===== config.mk =====
export PLATFORM = sky130hd
export DESIGN_NAME = mem_port_arbiter
export DESIGN_NICKNAME = d
export VERILOG_FILES = /design/src/rtl/mem_port_arbiter.sv
export SDC_FILE = /design/constraint.sdc
export NUM_CORES = 1
export LEC_CHECK = 0
export ABC_AREA = 1
export CORE_ASPECT_RATIO = 0.9
export CORE_MARGIN = 1
export CORE_UTILIZATION = 35
export CTS_BUF_LIST = sky130_fd_sc_hd__clkbuf_8
export DETAILED_ROUTE_END_ITERATION = 10
export MAX_ROUTING_LAYER = met4
export PLACE_DENSITY_LB_ADDON = 0.12
export SYNTH_ARGS = -nofsm -noshare
export SYNTH_HDL_FRONTEND = slang
export SYNTH_SLANG_ARGS = --single-unit

===== constraint.sdc =====
create_clock -name iClk -period 1.5 [get_ports iClk]
set_input_delay 0.3 -clock iClk [delete_from_list [all_inputs] [get_ports iClk]]
set_output_delay 0.3 -clock iClk [all_outputs]
set_load 0.02 [all_outputs]

===== src/rtl/mem_port_arbiter.sv =====
// ---------------------------------------------------------------------------
// mem_port_arbiter
//
// Two-requester arbiter and sequencer for the single shared memory port of
// the MIPS core. Requester 0 is instruction fetch, requester 1 is load/store.
// One requester owns the port at a time. Its address, write data and write
// enable are registered onto the port. Read data comes back with a one-cycle
// completion pulse. A timeout error pulse is raised if memory never acks.
//
// Ports
//   iClk, iRst_n        clock; synchronous active-low reset
//   iReqX               request from requester X, held until oDoneX
//   iAddrX/iWdataX/iWeX transaction fields from requester X
//   oGntX               requester X owns the port
//   oDoneX              one-cycle completion pulse for requester X
//   oRdata              read data, valid while oDoneX is high
//   oErr                one-cycle pulse with oDoneX when the wait timed out
//   oSel                current or last owner; drives the 2:1 port selectors
//   oMemReq             memory request, high for the whole transaction
//   oMemAddr/oMemWdata/oMemWe  registered port fields
//   iMemAck, iMemRdata  memory completion and read data (used in BUSY only)
//
// State | meaning
// ------+----------------------------------------------------------------
// IDLE  | no transaction; arbitrate and capture the winning requester
// BUSY  | port frozen on the owner; wait for iMemAck or the timeout
// ---------------------------------------------------------------------------
module mem_port_arbiter #(
    parameter int WIDTH    = 32,
    parameter int MAX_WAIT = 255
) (
    input  logic             iClk,
    input  logic             iRst_n,
    input  logic             iReq0,
    input  logic [WIDTH-1:0] iAddr0,
    input  logic [WIDTH-1:0] iWdata0,
    input  logic             iWe0,
    input  logic             iReq1,
    input  logic [WIDTH-1:0] iAddr1,
    input  logic [WIDTH-1:0] iWdata1,
    input  logic             iWe1,
    output logic             oGnt0,
    output logic             oGnt1,
    output logic             oDone0,
    output logic             oDone1,
    output logic [WIDTH-1:0] oRdata,
    output logic             oErr,
    output logic             oSel,
    output logic             oMemReq,
    output logic [WIDTH-1:0] oMemAddr,
    output logic [WIDTH-1:0] oMemWdata,
    output logic             oMemWe,
    input  logic             iMemAck,
    input  logic [WIDTH-1:0] iMemRdata
);

    localparam logic [0:0] IDLE = 1'b0;
    localparam logic [0:0] BUSY = 1'b1;

    // Wide enough for the largest allowed MAX_WAIT (1023).
    localparam int CW = 10;

    logic [0:0]    state;
    logic [CW-1:0] waitCnt;
    logic          lastOwner;
    logic          pick;
    logic          timeoutHit;

    // Winner in IDLE: on a tie, the requester that did not own the port last.
    always_comb begin
        pick = 1'b0;
        if (iReq0 && iReq1) begin
            pick = ~lastOwner;
        end else if (iReq1) begin
            pick = 1'b1;
        end
    end

    assign timeoutHit = (waitCnt == CW'(MAX_WAIT - 1));

    always_ff @(posedge iClk) begin
        if (!iRst_n) begin
            state     <= IDLE;
            waitCnt   <= '0;
            lastOwner <= 1'b0;
            oGnt0     <= 1'b0;
            oGnt1     <= 1'b0;
            oDone0    <= 1'b0;
            oDone1    <= 1'b0;
            oRdata    <= '0;
            oErr      <= 1'b0;
            oSel      <= 1'b0;
            oMemReq   <= 1'b0;
            oMemAddr  <= '0;
            oMemWdata <= '0;
            oMemWe    <= 1'b0;
        end else begin
            oDone0 <= 1'b0;
            oDone1 <= 1'b0;
            oErr   <= 1'b0;
            case (state)
                IDLE: begin
                    if (iReq0 || iReq1) begin
                        state     <= BUSY;
                        waitCnt   <= '0;
                        oGnt0     <= ~pick;
                        oGnt1     <= pick;
                        oSel      <= pick;
                        oMemReq   <= 1'b1;
                        oMemAddr  <= pick ? iAddr1  : iAddr0;
                        oMemWdata <= pick ? iWdata1 : iWdata0;
                        oMemWe    <= pick ? iWe1    : iWe0;
                    end
                end
                BUSY: begin
                    // An ack on the timeout edge still counts as a normal completion.
                    if (iMemAck || timeoutHit) begin
                        state     <= IDLE;
                        oGnt0     <= 1'b0;
                        oGnt1     <= 1'b0;
                        oMemReq   <= 1'b0;
                        oDone0    <= ~oSel;
                        oDone1    <= oSel;
                        lastOwner <= oSel;
                        oRdata    <= iMemAck ? iMemRdata : '0;
                        oErr      <= ~iMemAck;
                    end else begin
                        waitCnt <= waitCnt + CW'(1);
                    end
                end
                default: state <= IDLE;
            endcase
        end
    end

endmodule


==> results.py, run 1 <==
metrics = {
    "outcome": {
        "status": "finished clean",
    },
    "floorplanning": {
        "die_w_microns": 128,
        "rows": 41,
        "core_sq_mm": 0.0140,
        "io_pins": 271,
        "start_util_pct": 35.8,
        "die-area_sq_mm": 0.0148,
        "die_h_microns": 116,
    },
    "grt": {
        "grt_pass1_wl_microns": 25800,
        "grt_pass1_vias": 5151,
        "grt_max_degree": 82,
        "grt_overflow": 0,
        "antenna_found_initial": 0,
        "grt_util_all_layers_pct": 23.3,
    },
    "worst_setup_path": {
        "worstPathMaxFanout": 16,
        "crit_slowest_cell": "dfxtp_4",
        "crit_family": "simple AND/OR/NAND/NOR gates",
        "cp_num_buf_inv": 3,
        "slowest_delay_ps": 360,
        "end_kind": "flip-flop",
        "crit_chain": "inv_4 > ha_4 > nand2_2 > nor2_2 > nand3_4 > nand2_4 > inv_8 > clkbuf_16 > nand3_1 > nand2_1",
        "cp.arrival_ps": 1780,
        "start_kind": "flip-flop",
        "required_ps": 1830,
        "critical_path_class": "flip-flop to flip-flop",
    },
    "routing": {
        "drc": 0,
        "wl_per_cell_microns": 15.3,
        "met1Wirelength_microns": 7140,
        "routed-wl-met2_microns": 8860,
        "wl_microns": 17400,
        "top_layer": "met4",
        "drt_iter0_drc": 310,
        "met3WireLength_microns": 987,
        "ant_nets": 0,
        "first_pass_iters": 5,
        "via_count": 5485,
        "viasPerCell": 4.83,
    },
    "pwr": {
        "switchingPower_mw": 2.26,
        "p_total_mw": 8.13,
        "pwr-share-comb_pct": 22.9,
        "p_seq_share_pct": 41.7,
        "p_leak_nw": 3.75,
        "p_sw_share_pct": 27.8,
        "p_int_mw": 5.87,
        "clockPowerShare_pct": 35.4,
        "powerDensity_mw_per_mm2": 960,
        "ir_drop_mv": 0.739,
    },
    "sta": {
        "finalCritPeriodShare_pct": 97.0,
        "tightest_slew_ps": 386,
        "relSlewSlack_pct": 74.2,
        "hold_viol": 0,
        "maxSlewViolCount": 0,
        "period_minus_slack_ps": 1450,
        "holdWs_ps": 228,
        "tns_ps": 0,
        "final-setup-viol-count": 0,
        "max_freq_ghz": 0.687,
        "skew_ps": 5.48,
    },
    "place": {
        "place_hpwl_microns": 12200,
        "io_buffers": 270,
        "place_congestion": 0.826,
    },
    "cells_and_area": {
        "diodes": 0,
        "drive_gt1_share_pct": 9.44,
        "final_cell_mix": "clkdlybuf4s50_1, nand2_1, dfxtp_1, dlygate4sd2_1, a21oi_1",
        "final_common_cell": "clkdlybuf4s50_1",
        "syn2layout_area_growth_pct": 69.0,
        "nets": 1100,
    },
    "clocking": {
        "clock_path_buffers": 2,
        "cts_tree": "done",
        "cts_buffers": 17,
        "cts.clk_slew.worst_paths_ps": 70,
        "cts_sinks": 116,
        "holdBufCountCts": 0,
        "insertion_delay_ps": 430,
        "htree_num_levels": 4,
        "cts_root_buffer": "clkbuf_8",
    },
    "job": {
        "cap_viol_max_count": 0,
    },
    "logic_synthesis": {
        "yosysUniqueCellTypes": 23,
        "ys_ff_latch": 116,
        "ys_seq_area_share_pct": 46.4,
        "syn_inst": 656,
        "yosys_warnings": 0,
        "syn-num-nets": 825,
        "postSynthAreaPerCell_sq_um": 7.64,
        "syn_area_sq_mm": 0.00501,
    },
    "worst_hold_path": {
        "worstHoldPathType": "input pin to flip-flop",
    },
}
==> power groups by stage <==
stage          registers [mW]  logic [mW]  clock network, mW
2_1_floorplan            3.70       0.622                  0
3_3_place_gp             3.45        1.91                  0
3_5_place_dp             3.46        1.93                  0
4_1_cts                  3.39        1.81               2.95
5_1_grt                  3.42        2.00               3.10
6_report                 3.39        1.86               2.88
==> registers in the layout (all words and copies together) (netlist names), 10 cells and up <==
signal     cells
oMemAddr      32
oMemWdata     32
waitCnt       10
oRdata        32
==> path summary, 6_finish.rpt <==
path	start	to	slack, ps	cells after the start
max	waitCnt[0]$_SDFFE_PN0P_	oRdata[28]$_SDFFE_PN0P_	50	10
max reg2reg	waitCnt[0]$_SDFFE_PN0P_	oRdata[28]$_SDFFE_PN0P_	50	10
min	iRst_n	waitCnt[6]$_SDFFE_PN0P_	230	3
min reg2reg	oMemWdata[8]$_SDFFE_PN0P_	oMemWdata[8]$_SDFFE_PN0P_	460	2
==> stage by stage <==
| stage | area (sq um) | util (%) | std cells | setup WS [ps] |
|---|---|---|---|---|
| 2_1_floorplan | 5010 | - | 656 | 139 |
| 3_3_place_gp | 8010 | 57.2 | 1097 | -296 |
| 3_5_place_dp | 8010 | 57.2 | 1097 | -360 |
| 4_1_cts | 8280 | 59.1 | 1129 | -11.5 |
| 5_1_grt | 8470 | 60.5 | 1136 | -32.2 |
| 6_report | 8470 | 60.5 | 1136 | 45.1 |
==> metal layers <==
| metal | global-route usage, % | up-vias |
|---|---|---|
| li1 | - | 2756 |
| met1 | 25.5 | 2529 |
| met2 | 40.5 | 171 |
| met3 | 6.60 | 29 |
| met4 | 8.31 | 0 |
| met5 | - | - |
==> cell type report <==
cell class                 instances  area, sq um
clock buffer                      18          248
clock inverter                    13          144
fill                            1262         5540
inverter                          30          123
multi-input combinational        461         2370
sequential                       116         2330
tap                              193          241
timing repair buffer             305         3010
==> cell usage after synthesis <==
cell,count,share of area [%]
o21ai_0,54,5.4
a21oi_4,1,0.32
inv_2,6,0.45
buf_1,4,0.30
o21ai_1,17,1.7
nor2_1,23,1.7
inv_1,24,1.8
nor3b_1,1,0.15
dfxtp_1,116,46
nand2_1,148,11
nand3_2,3,0.60
nand3_1,57,5.7
clkbuf_1,18,1.3
nor2_4,1,0.22
buf_4,3,0.45
buf_6,6,1.3
nand2_2,1,0.12
a21oi_1,83,8.3
o21bai_1,65,9.7
clkbuf_2,1,0.10
nand4_1,4,0.50
buf_2,18,1.8
ha_1,2,0.50
==> repair_timing <==
action,CTS,global route
setup endpoints to repair,141,79
pin swaps,0,3
endpoints found under the hold margin,0,0
gates resized for setup,106,34
cloned,0,4
setup buffers,1,3
==> worst min-delay path: stages <==
cell	delay, ps
buf_2	180
nand2_1	100
nor2_1	40
==> kinds of logic (layout without fill, tap and decap cells) <==
kind of cell,after synthesis,after routing,synth area share (%)
AND/OR/NAND/NOR,238,239,20.1
buffers and inverters,80,366,7.59
flip-flops,116,116,46.4
AO/OA/AOI/OAI,220,220,25.4
adder cells (fa/ha/maj),2,2,0.499
Power figures use the tool's default switching activity.
==> run 2, diff against run 1 <==
--- a/config.mk
+++ b/config.mk
@@ -11,6 +11,7 @@
 export CORE_UTILIZATION = 35
 export CTS_BUF_LIST = sky130_fd_sc_hd__clkbuf_8
 export DETAILED_ROUTE_END_ITERATION = 10
+export GPL_TIMING_DRIVEN = 0
 export MAX_ROUTING_LAYER = met4
 export PLACE_DENSITY_LB_ADDON = 0.12
 export SYNTH_ARGS = -nofsm -noshare
==> run 2 against run 1 <==
  * Critical path type unchanged
  * Sequential cell count stayed put
  * Clock-buffer cell count up 6
  * Wire length grew 2.0%
  * Final area decreased by 0.22%
  * Global-route usage increased by 1.5 points
  * Power decreased by 1.1%
==> results.py, run 2 (same netlist as run 1, synthesis figures left out) <==
metrics = {
    "floorplanning": {
        "io_pins": 271,
        "die_w_microns": 128,
        "die_h_microns": 116,
        "core_sq_mm": 0.0140,
        "start_util_pct": 35.8,
        "die-area_sq_mm": 0.0148,
        "rows": 41,
    },
    "worst_setup_path": {
        "reg2reg_depth": 9,
        "rr_startpoint": "waitCnt[1]$_SDFFE_PN0P_",
        "worstPathMaxFanout": 8,
        "critical_path_class": "flip-flop to flip-flop",
        "ff2ff_setup_slack_ps": 40,
        "worstSetupStartpoint": "waitCnt[1]$_SDFFE_PN0P_",
        "start_kind": "flip-flop",
        "cp.arrival_ps": 1770,
        "required_ps": 1810,
        "end_kind": "flip-flop",
        "timing.rr.end": "oRdata[21]$_SDFFE_PN0P_",
    },
    "sta": {
        "tightest_slew_ps": 643,
        "skew_ps": 8.35,
        "period_minus_slack_ps": 1460,
        "hold_viol": 0,
        "grt_setup_unrepaired": "yes",
        "final-setup-viol-count": 0,
        "relSlewSlack_pct": 57.1,
        "max_freq_ghz": 0.684,
        "finalCritPeriodShare_pct": 97.5,
        "maxSlewViolCount": 0,
    },
    "cells_and_area": {
        "drive_gt1_share_pct": 11.1,
        "diodes": 0,
        "final_common_cell": "clkdlybuf4s50_1",
        "finalInstanceArea_sq_mm": 0.00845,
        "nets": 1124,
        "final_cell_mix": "clkdlybuf4s50_1, nand2_1, dfxtp_1, dlygate4sd2_1, a21oi_1",
        "fill_cells": 1347,
        "syn2layout_area_growth_pct": 68.7,
        "reg_top3": "oMemAddr: 32 flops, oMemWdata: 32 flops, oRdata: 32 flops",
    },
    "pwr": {
        "ir_drop_mv": 0.484,
        "p_leak_nw": 3.78,
        "powerDensity_mw_per_mm2": 952,
        "p_total_mw": 8.05,
    },
    "routing": {
        "ant_nets": 0,
        "drc": 0,
        "via_count": 5468,
        "wl_per_cell_microns": 15.3,
        "first_pass_iters": 5,
        "drt_iter0_drc": 312,
        "wl_microns": 17700,
        "viasPerCell": 4.72,
    },
    "grt": {
        "grt_max_degree": 17,
        "antenna_found_initial": 0,
        "grt_pass1_vias": 5167,
        "grt_pass1_wl_microns": 27000,
        "grt_overflow": 0,
        "grt_util_all_layers_pct": 24.8,
    },
    "clocking": {
        "cts_tree": "done",
        "insertion_delay_ps": 450,
        "holdBufCountCts": 0,
        "cts_sinks": 116,
        "cts.clk_slew.worst_paths_ps": 70,
        "cts_buffers": 17,
        "htree_num_levels": 4,
        "clock_path_buffers": 2,
        "cts_root_buffer": "clkbuf_8",
    },
    "place": {
        "place_congestion": 0.861,
        "place_area_sq_mm": 0.00794,
        "io_buffers": 269,
        "place_hpwl_microns": 13000,
    },
    "worst_hold_path": {
        "whs_endpoint": "oMemAddr[26]$_SDFFE_PN0P_",
        "min_from": "iRst_n",
        "worstHoldPathType": "input pin to flip-flop",
        "min_path_cells": 3,
    },
    "outcome": {
        "status": "finished clean",
    },
    "job": {
        "cap_viol_max_count": 0,
    },
}
## run 2: cell type report
class / instances / area (sq um) / share of cell area (%)
well taps: 193 / 241 / 2.86
clock inverters: 5 / 48.8 / 0.578
multi-input cells: 460 / 2380 / 28.2
repair buffers: 280 / 2680 / 31.8
inverters: 30 / 120 / 1.42
flip-flops and latches: 116 / 2330 / 27.6
clock buffers: 24 / 330 / 3.91
plain buffers: 50 / 313 / 3.70
## run 2: critical path, stage by stage (launching register included)
cell and delay (ps):
dfxtp_2 380, ha_4 150, nand2_1 50, nor2_1 120, nand3_2 160, nand2_4 150
inv_8 60, clkbuf_16 160, nand2_2 50, a21oi_1 50
## run 2: how the worst max path moves through the flow
stage / to / depth (start not counted)
2_1_floorplan: oRdata[21]$_SDFFE_PN0P_ / 10
3_3_place_gp: oMemAddr[4]$_SDFFE_PN0P_ / 7
3_5_place_dp: oMemAddr[4]$_SDFFE_PN0P_ / 7
4_1_cts: oMemAddr[13]$_SDFFE_PN0P_ / 6
5_1_grt: lastOwner$_SDFFE_PN0P_ / 8
6_report: oRdata[21]$_SDFFE_PN0P_ / 9
## run 2: metrics by stage
stage	setup WS, ps	TNS, ps	hold WS [ps]	util (%)	cells
after floorplan	139	0	372	-	656
after global placement	-497	-34270	450	56.7	1118
after detailed placement	-512	-36360	453	56.7	1118
after CTS	2.35	0	314	59.0	1152
after global routing	-20.6	-171	330	60.3	1158
final	38.2	0	317	60.3	1158
## run 2: report_power, final
group / switching, mW / internal, mW
Sequential: 0.100 / 3.29
Clock: 1.24 / 1.58
Combinational: 0.918 / 0.921
Total: 2.26 / 5.79
## run 2: routing by layer
layer	global-route usage (%)	routed length, microns	up-vias
met5	-	0	-
met4	12.0	512	0
met3	6.79	1120	35
met2	39.4	8400	169
met1	29.1	7700	2465
li1	-	-	2799
## run 2: timing repair
| item | 4_1_cts | 5_1_grt |
|---|---|---|
| hold endpoints to repair | 0 | 0 |
| cloned | 0 | 2 |
| pin swaps | 2 | 10 |
| endpoints found under the setup margin | 164 | 109 |
| setup buffers | 5 | 4 |
| gates resized for setup | 118 | 65 |
==> run 3, diff against run 2 <==
--- a/config.mk
+++ b/config.mk
@@ -14,6 +14,7 @@
 export GPL_TIMING_DRIVEN = 0
 export MAX_ROUTING_LAYER = met4
 export PLACE_DENSITY_LB_ADDON = 0.12
+export SLEW_MARGIN = 20
 export SYNTH_ARGS = -nofsm -noshare
 export SYNTH_HDL_FRONTEND = slang
 export SYNTH_SLANG_ARGS = --single-unit
==> results of run 3 <==
No change in the layout: final DEF, timing and power equal those of run 2.
